## config.mk

```make
export PLATFORM = sky130hd
export DESIGN_NAME = timer_core
export DESIGN_NICKNAME = d
export VERILOG_FILES = /design/src/rtl/timer_core_pkg.sv /design/src/rtl/timer_prescaler.sv /design/src/rtl/timer_core.sv
export SDC_FILE = /design/constraint.sdc
export NUM_CORES = 1
export LEC_CHECK = 0
export ABC_AREA = 1
export CELL_PAD_IN_SITES_DETAIL_PLACEMENT = 2
export CELL_PAD_IN_SITES_GLOBAL_PLACEMENT = 2
export CORE_MARGIN = 10
export CORE_UTILIZATION = 23
export DETAILED_ROUTE_END_ITERATION = 12
export PLACE_DENSITY_LB_ADDON = 0.1
export SLEW_MARGIN = 30
export SYNTH_ARGS = -nofsm -noshare
export SYNTH_HDL_FRONTEND = slang
export SYNTH_HIERARCHICAL = 1
export SYNTH_SLANG_ARGS = --single-unit
```

## constraint.sdc

```tcl
create_clock -name clk -period 2.3 [get_ports clk]
set_clock_uncertainty 0.1 [all_clocks]
set_input_delay 0.345 -clock clk [delete_from_list [all_inputs] [get_ports clk]]
set_output_delay 0.345 -clock clk [all_outputs]
set_load 0.005 [all_outputs]
```

## src/rtl/timer_core_pkg.sv

```systemverilog
// timer_core_pkg: shared widths and default tick divider for the machine timer
package timer_core_pkg;
  localparam int XLEN = 32;
  localparam int MTIME_W = 64;
  localparam int TIMER_TICK_DIV_DEFAULT = 100;
endpackage

```

## src/rtl/timer_prescaler.sv

```systemverilog
// timer_prescaler: divides clk by TICK_DIV into a one-cycle tick (ports clk, rst, en, clr in; tick out)
module timer_prescaler
  import timer_core_pkg::*;
#(
  parameter int TICK_DIV = TIMER_TICK_DIV_DEFAULT,
  parameter int PRESCALE_W = 16
) (
  input  logic clk,
  input  logic rst,
  input  logic en,
  input  logic clr,
  output logic tick
);
  localparam logic [PRESCALE_W-1:0] LAST = PRESCALE_W'(TICK_DIV - 1);
  logic [PRESCALE_W-1:0] pcnt_q, pcnt_d;
  assign tick = en && !clr && pcnt_q == LAST;
  always_comb begin
    pcnt_d = clr ? '0 : !en ? pcnt_q : tick ? '0 : pcnt_q + 1'b1;
  end
  always_ff @(posedge clk) begin
    if (rst) pcnt_q <= '0;
    else pcnt_q <= pcnt_d;
  end
endmodule

```

## src/rtl/timer_core.sv

```systemverilog
// timer_core: 64-bit mtime counter with loads, hi-word snapshot, mtip compare and msip_irq flops
module timer_core
  import timer_core_pkg::*;
#(
  parameter int TICK_DIV = TIMER_TICK_DIV_DEFAULT,
  parameter int PRESCALE_W = 16
) (
  input  logic               clk,
  input  logic               rst,
  input  logic               en,
  input  logic [MTIME_W-1:0] mtimecmp,
  input  logic [XLEN-1:0]    msip,
  input  logic               mtime_we_lo,
  input  logic               mtime_we_hi,
  input  logic [XLEN-1:0]    mtime_wdata,
  input  logic               snap_lo,
  output logic [MTIME_W-1:0] mtime,
  output logic [XLEN-1:0]    mtime_hi_snap,
  output logic               mtip,
  output logic               msip_irq
);
  logic [MTIME_W-1:0] mtime_q, mtime_d;
  logic [XLEN-1:0] snap_q, snap_d;
  logic mtip_q, mtip_d, irq_q, irq_d, tick, load;
  logic msip_unused;
  assign msip_unused = |msip[XLEN-1:1];
  assign load = mtime_we_lo | mtime_we_hi;
  timer_prescaler #(.TICK_DIV(TICK_DIV), .PRESCALE_W(PRESCALE_W)) u_prescaler (
    .clk (clk),
    .rst (rst),
    .en  (en),
    .clr (load),
    .tick(tick)
  );
  always_comb begin
    mtime_d = load ? {mtime_we_hi ? mtime_wdata : mtime_q[63:32], mtime_we_lo ? mtime_wdata : mtime_q[31:0]}
                   : tick ? mtime_q + 1'b1 : mtime_q;
    mtip_d = mtime_q >= mtimecmp;
    irq_d = msip[0];
    snap_d = snap_lo ? mtime_q[63:32] : snap_q;
  end
  always_ff @(posedge clk) begin
    if (rst) begin
      mtime_q <= '0;
      snap_q <= '0;
      mtip_q <= 1'b0;
      irq_q <= 1'b0;
    end else begin
      mtime_q <= mtime_d;
      snap_q <= snap_d;
      mtip_q <= mtip_d;
      irq_q <= irq_d;
    end
  end
  assign mtime = mtime_q;
  assign mtime_hi_snap = snap_q;
  assign mtip = mtip_q;
  assign msip_irq = irq_q;
endmodule

```

After elaboration in Yosys (flattened, before gate mapping)

Index checks and enable logic that the tools add are counted.

Logic and storage cells: 25
Flip-flop bits (word level): 114
Output and inout bits: 98
Input port bits: 134

Reductions and logical operators: 7
Equality and inequality tests: 3
Order comparisons: 1
Mux-type cells: 5
$add $sub $neg: 2
Bitwise gates (word level): 1

Operators with widths:

| kind                                                  | count |
|---|---|
| 2-to-1 mux 64 bit                                     | 2 |
| adder 64 x 1 -> 64 bit (second input constant)        | 1 |
| greater-or-equal comparator 64 bit                    | 1 |
| 2-to-1 mux 32 bit                                     | 2 |
| adder 16 x 1 -> 16 bit (second input constant)        | 1 |
| equality test 16 x 7 -> 1 bit (second input constant) | 1 |
| 2-to-1 mux 16 bit                                     | 1 |
| inequality test 2 bit (second input constant)         | 2 |
| AND reduction 2 bit                                   | 2 |
| logical AND 1 bit                                     | 2 |
| nonzero test 2 bit                                    | 1 |
| OR reduction 2 bit                                    | 1 |
| logical NOT 1 bit                                     | 1 |
| bitwise OR 1 bit                                      | 1 |

Logic depth before layout (Yosys ltp)

Depth after elaboration: 6
Mapped depth: 15
Mapped depth without buffers: 15

By module

Netlist, hierarchy kept.

By module, submodules not included:

| module          | instances | area each (um^2) | seq. area each (um^2) | cells an instance |
|---|---|---|---|---|
| timer_core      | 1         | 7,663.6          | 1,961.9               | 1,247 |
| timer_prescaler | 1         | 887.1            | 320.3                 | 128 |

Worst setup path before layout

Ideal clock, no wire load.

Kind: input to register
Start point: input mtime_we_hi
End point: register mtime_q[20], in the netlist mtime[20]
Path slack: -99 ps
Buffers on the path: 2
Required time: 2,130 ps
Library setup time: 70 ps
Stages on the path: 11
Arrival: 2,230 ps
Path through: nor2_2 inv_2 clkbuf_1 nor2_1 nand2_1 nor3b_1 a21oi_4 inv_1 clkbuf_1 o21ai_0 a21oi_1

Longest elaborated chain between the ends: 6
Elaborated cells between the ends (all ways): 8
Classes of those cells: eq/ne (1); mux (1); bitwise (1); reduce/logical (5)

Ends and longest elaborated chain:

| what                                 | RTL line              | source |
|---|---|---|
| start, declared                      | timer_core.sv:14      | `input logic mtime_we_hi,` |
| bitwise OR 1 bit                     | timer_core.sv:27      | `assign load = mtime_we_lo \| mtime_we_hi;` |
| via load                             | timer_core.sv:24      | `logic mtip_q, mtip_d, irq_q, irq_d, tick, load;` |
| logical NOT 1 bit                    | timer_prescaler.sv:16 | `assign tick = en && !clr && pcnt_q == LAST;` |
| logical AND 1 bit (2 in a row)       | timer_prescaler.sv:16 |  |
| via tick                             | timer_core.sv:24      |  |
| nonzero test 2 bit (no source line)  | --                    |  |
| AND reduction 2 bit (no source line) | --                    |  |
| end signal, assigned                 | timer_core.sv:49      | `mtime_q <= mtime_d;` |
| end, declared                        | timer_core.sv:22      | `logic [MTIME_W-1:0] mtime_q, mtime_d;` |

The timed path passes the listed nets, and every way through them passes these cells.
A chain may end at the register's enable or synchronous reset.

Worst setup path after layout

Start point: register u_prescaler.pcnt_q[0]
End point: register mtime_q[29], in the netlist mtime[29]

Longest elaborated chain between the ends: 4

Ends and longest elaborated chain:

| what                                 | RTL line              | source |
|---|---|---|
| start, declared                      | timer_prescaler.sv:15 | `logic [PRESCALE_W-1:0] pcnt_q, pcnt_d;` |
| start signal, assigned               | timer_prescaler.sv:22 | `else pcnt_q <= pcnt_d;` |
| equality test 16 x 7 -> 1 bit        | timer_prescaler.sv:16 |  |
| logical AND 1 bit                    | timer_prescaler.sv:16 |  |
| via tick                             | timer_core.sv:24      |  |
| nonzero test 2 bit (no source line)  | --                    |  |
| AND reduction 2 bit (no source line) | --                    |  |

The timed path passes the listed nets, and every way through them passes these cells.

==> results.sh <==
export IMPL_outcome="complete, no violations"
export IMPL_vias_per_cell=4.81
export IMPL_crit_chain="ha_2 -> nand2_1 -> nor3b_2 -> buf_4 -> a21oi_4 -> inv_1 -> buf_4 -> buf_4 -> o21ai_0 -> a21oi_1"
export IMPL_netlist_area_mm2=0.00855
export IMPL_seqCellArea_mm2=0.00230
export IMPL_final_max_slew_viol_count=0
export IMPL_start_util=0.234
export IMPL_grt_pass1_wl_mm=68.3
export IMPL_synth_top_family_by_area="simple AND/OR/NAND/NOR gates"
export IMPL_p_sw_mw=1.95
export IMPL_ant_nets=0
export IMPL_wire_per_inst_um=21.2
export IMPL_arrival_ps=2410
export IMPL_fill_cells=4449
export IMPL_rr_endpoint="mtime[29]"
export IMPL_async_flop_share=0
export IMPL_grt_pass1_vias=11200
export IMPL_finalNonFillerCells=2127
export IMPL_synth_edf_count=0
export IMPL_power_density_mw_per_mm2=529
export IMPL_cpMaxStageDelayCell="dfxtp_1"
export IMPL_synth_seq_cells=114
export IMPL_worst_path_most_repeated_cell="buf_4"
export IMPL_antenna_found_initial=0
export IMPL_muxShareOfSynthArea=0.00117
export IMPL_ir_drop_mv=0.526
export IMPL_p_comb_frac=0.215
export IMPL_nNetsFinal=1846
export IMPL_power_share_clock=0.437
export IMPL_post_route_drc_count=0
export IMPL_reg2reg_from="u_prescaler/pcnt_q[0]"
export IMPL_globalplace_congestion=0.856
export IMPL_cp_start_kind="register"
export IMPL_multi_input_area_mm2=0.00548
export IMPL_cts_sinks=114
export IMPL_whs_ps=191
export IMPL_ys_seq_area_frac=0.267
export IMPL_rsz0062_at_grt="no"
export IMPL_die_x_um=213
export IMPL_synth_xor_area_frac=0.0256
export IMPL_cpLargestDelayFamily="buffers and inverters"
export IMPL_path_max_fanout=10
export IMPL_hold_viol=0
export IMPL_grt_max_degree=53
export IMPL_fmax_ghz=0.466
export IMPL_final_setup_viol_count=0
export IMPL_intPower_mw=4.62
export IMPL_syn2layout_area_growth_pct=45.2
export IMPL_cts_buffers=17
export IMPL_synth_fp_nets=1575
export IMPL_clkLatencyLatePin_ps=450
export IMPL_crit_buf_inv=4
export IMPL_die_area_mm2=0.0453
export IMPL_final_common_cell="nand2_1"
export IMPL_drt_total_wl_mm=45.1
export IMPL_r2r_slack_ps=150
export IMPL_dp_slack_ps=-320
export IMPL_worstRegToRegCells=10
export IMPL_cts_setup_buffers=0
export IMPL_dieHeight_um=213
export IMPL_portBuffers=200
export IMPL_seqPwrFrac=0.348
export IMPL_pin_count=232
export IMPL_via_count=10200
export IMPL_min_path_type="primary input to register"
export IMPL_dpl_cell_area_mm2=0.0118
export IMPL_crit_start="u_prescaler/pcnt_q[0]"
export IMPL_initialDrtViolationCount=409
export IMPL_synth_cell_types=40
export IMPL_synthAdderAreaFrac=0.0966
export IMPL_cp_slowest_stage_delay_ps=400
export IMPL_switching_share=0.297
export IMPL_layout_common_cells="307 x nand2_1, 199 x clkdlybuf4s50_1, 198 x nor2_1, 164 x inv_1, 162 x a21oi_1"
export IMPL_crit_cells=10
export IMPL_yosysWarnings=6
export IMPL_clk_path_buf_depth=2
export IMPL_crit_type="register to register"
export IMPL_worst_slack_ps=152
export IMPL_p_leak_nw=5.22
export IMPL_grt_usage=0.200
export IMPL_clockRootBuffer="clkbuf_16"
export IMPL_path_clk_slew_ps=60
export IMPL_tns_ps=0
export IMPL_grt_overflow=0
export IMPL_relSlewSlack=0.588
export IMPL_max_cap_violations=0
export IMPL_synth_simple_area_share=0.329
export IMPL_required_ps=2560
export IMPL_synth_compound_area_share=0.184
export IMPL_cts_hold_buf=0
export IMPL_drt_pass1_iter_count=4
export IMPL_end_kind="register"
export IMPL_min_period_ps=2150
export IMPL_syn_avg_cell_area_um2=6.22
export IMPL_coreArea_mm2=0.0366
export IMPL_layout_drive_gt1_share=0.124
export IMPL_hpwl_mm=36.8
export IMPL_endpoint="mtime[29]"
export IMPL_htree_levels=4
export IMPL_final_area_mm2=0.0124
export IMPL_worst_pin_slew_ps=618
export IMPL_cts_tree="done"
export IMPL_num_rows=70
export IMPL_antennaDiodeCount=0
export IMPL_min_from="snap_lo"
export IMPL_syn_inst=1375
export IMPL_min_period_over_period=0.934
export IMPL_place_inst=2095
export IMPL_synth_top_flop_cell="dfxtp_1"
-- cells by family after synthesis --
group	after synthesis
compound gates	306
xor+xnor	25
fa+ha+maj	66
buf+inv	213
flops	114
mux	1
simple gates	650
-- timing repair --
item | 4_1_cts | 5_1_grt
endpoints found under the hold margin | 0 | 0
setup endpoints to repair | 25 | 34
resized for setup | 2 | 18
-- synth_stat cells, types with 3 or more instances --
| master | count | area [um2] |
|---|---|---|
| nand4_1 | 14 | 87.6 |
| nand3_2 | 5 | 50.1 |
| buf_2 | 4 | 20.0 |
| nand2_1 | 309 | 1160 |
| clkbuf_1 | 31 | 116 |
| and2_1 | 3 | 18.8 |
| nor2_1 | 199 | 747 |
| buf_4 | 3 | 22.5 |
| o21ai_0 | 125 | 626 |
| ha_1 | 66 | 826 |
| o21bai_1 | 3 | 22.5 |
| a31oi_1 | 3 | 18.8 |
| inv_1 | 165 | 619 |
| dfxtp_1 | 114 | 2280 |
| nor2_2 | 15 | 93.8 |
| nand3b_1 | 8 | 60.1 |
| nor2_4 | 11 | 124 |
| a21oi_1 | 162 | 811 |
| nand3_1 | 58 | 290 |
| o21ai_1 | 6 | 30.0 |
| nor3_1 | 4 | 20.0 |
| xor2_1 | 14 | 123 |
| or2_2 | 7 | 43.8 |
| nand2_2 | 12 | 75.1 |
| inv_2 | 6 | 22.5 |
| xnor2_1 | 11 | 96.3 |
-- power by group through the flow --
stage                     combinational [mW]  sequential, mW  clock [mW]
after floorplan                        0.565            2.28           0
after global placement                  1.38            2.33           0
after detailed placement                1.42            2.33           0
after CTS                               1.43            2.29        2.95
after global routing                    1.58            2.31        3.05
final                                   1.41            2.29        2.87
-- layer usage --
metal | GRT usage | routed length [um] | vias up
li1 | - | - | 4984
met1 | 0.252 | 20800 | 5060
met2 | 0.345 | 22200 | 164
met3 | 0.0381 | 1670 | 23
met4 | 0.0436 | 487 | 0
met5 | 0 | 0 | -
-- how the worst min path moves through the flow --
| stage | end | slack, ps | depth (start not counted) |
|---|---|---|---|
| global placement | mtime_hi_snap[13] | 380 | 2 |
| global route | mtime_hi_snap[8] | 220 | 2 |
| detailed placement | mtime_hi_snap[9] | 400 | 2 |
| finish | mtime_hi_snap[8] | 190 | 2 |
| floorplan | mtip | 310 | 1 |
| CTS | mtime_hi_snap[8] | 170 | 2 |
-- sequential cells by signal, indices dropped and copies added (netlist names) --
signal	count
msip_irq	1
mtime	64
mtime_hi_snap	32
mtip	1
u_prescaler/pcnt_q	16
-- cell type report --
type / count / area share
sequential: 114 / 0.185
inverter: 172 / 0.0520
tap: 468 / 0.0471
multi-input combinational: 1048 / 0.441
clock buffer: 22 / 0.0390
timing repair buffer: 293 / 0.225
clock inverter: 10 / 0.0105
-- through the flow --
step	power [mW]	utilization
6_report	6.57	0.339
5_1_grt	6.94	0.339
4_1_cts	6.67	0.338
3_5_place_dp	3.75	0.321
3_3_place_gp	3.70	0.321
2_1_floorplan	2.84	-
-- worst reg2reg max path: cells and delay by family, from the launching register on --
family,cells,cell delay [ps]
DFF,1,400
and+or+nand+nor,2,340
AOI/OAI and AO/OA,3,290
buffers and inverters,4,640
adders and majority gates,1,300
No activity file was read; power rests on OpenSTA's default activity.
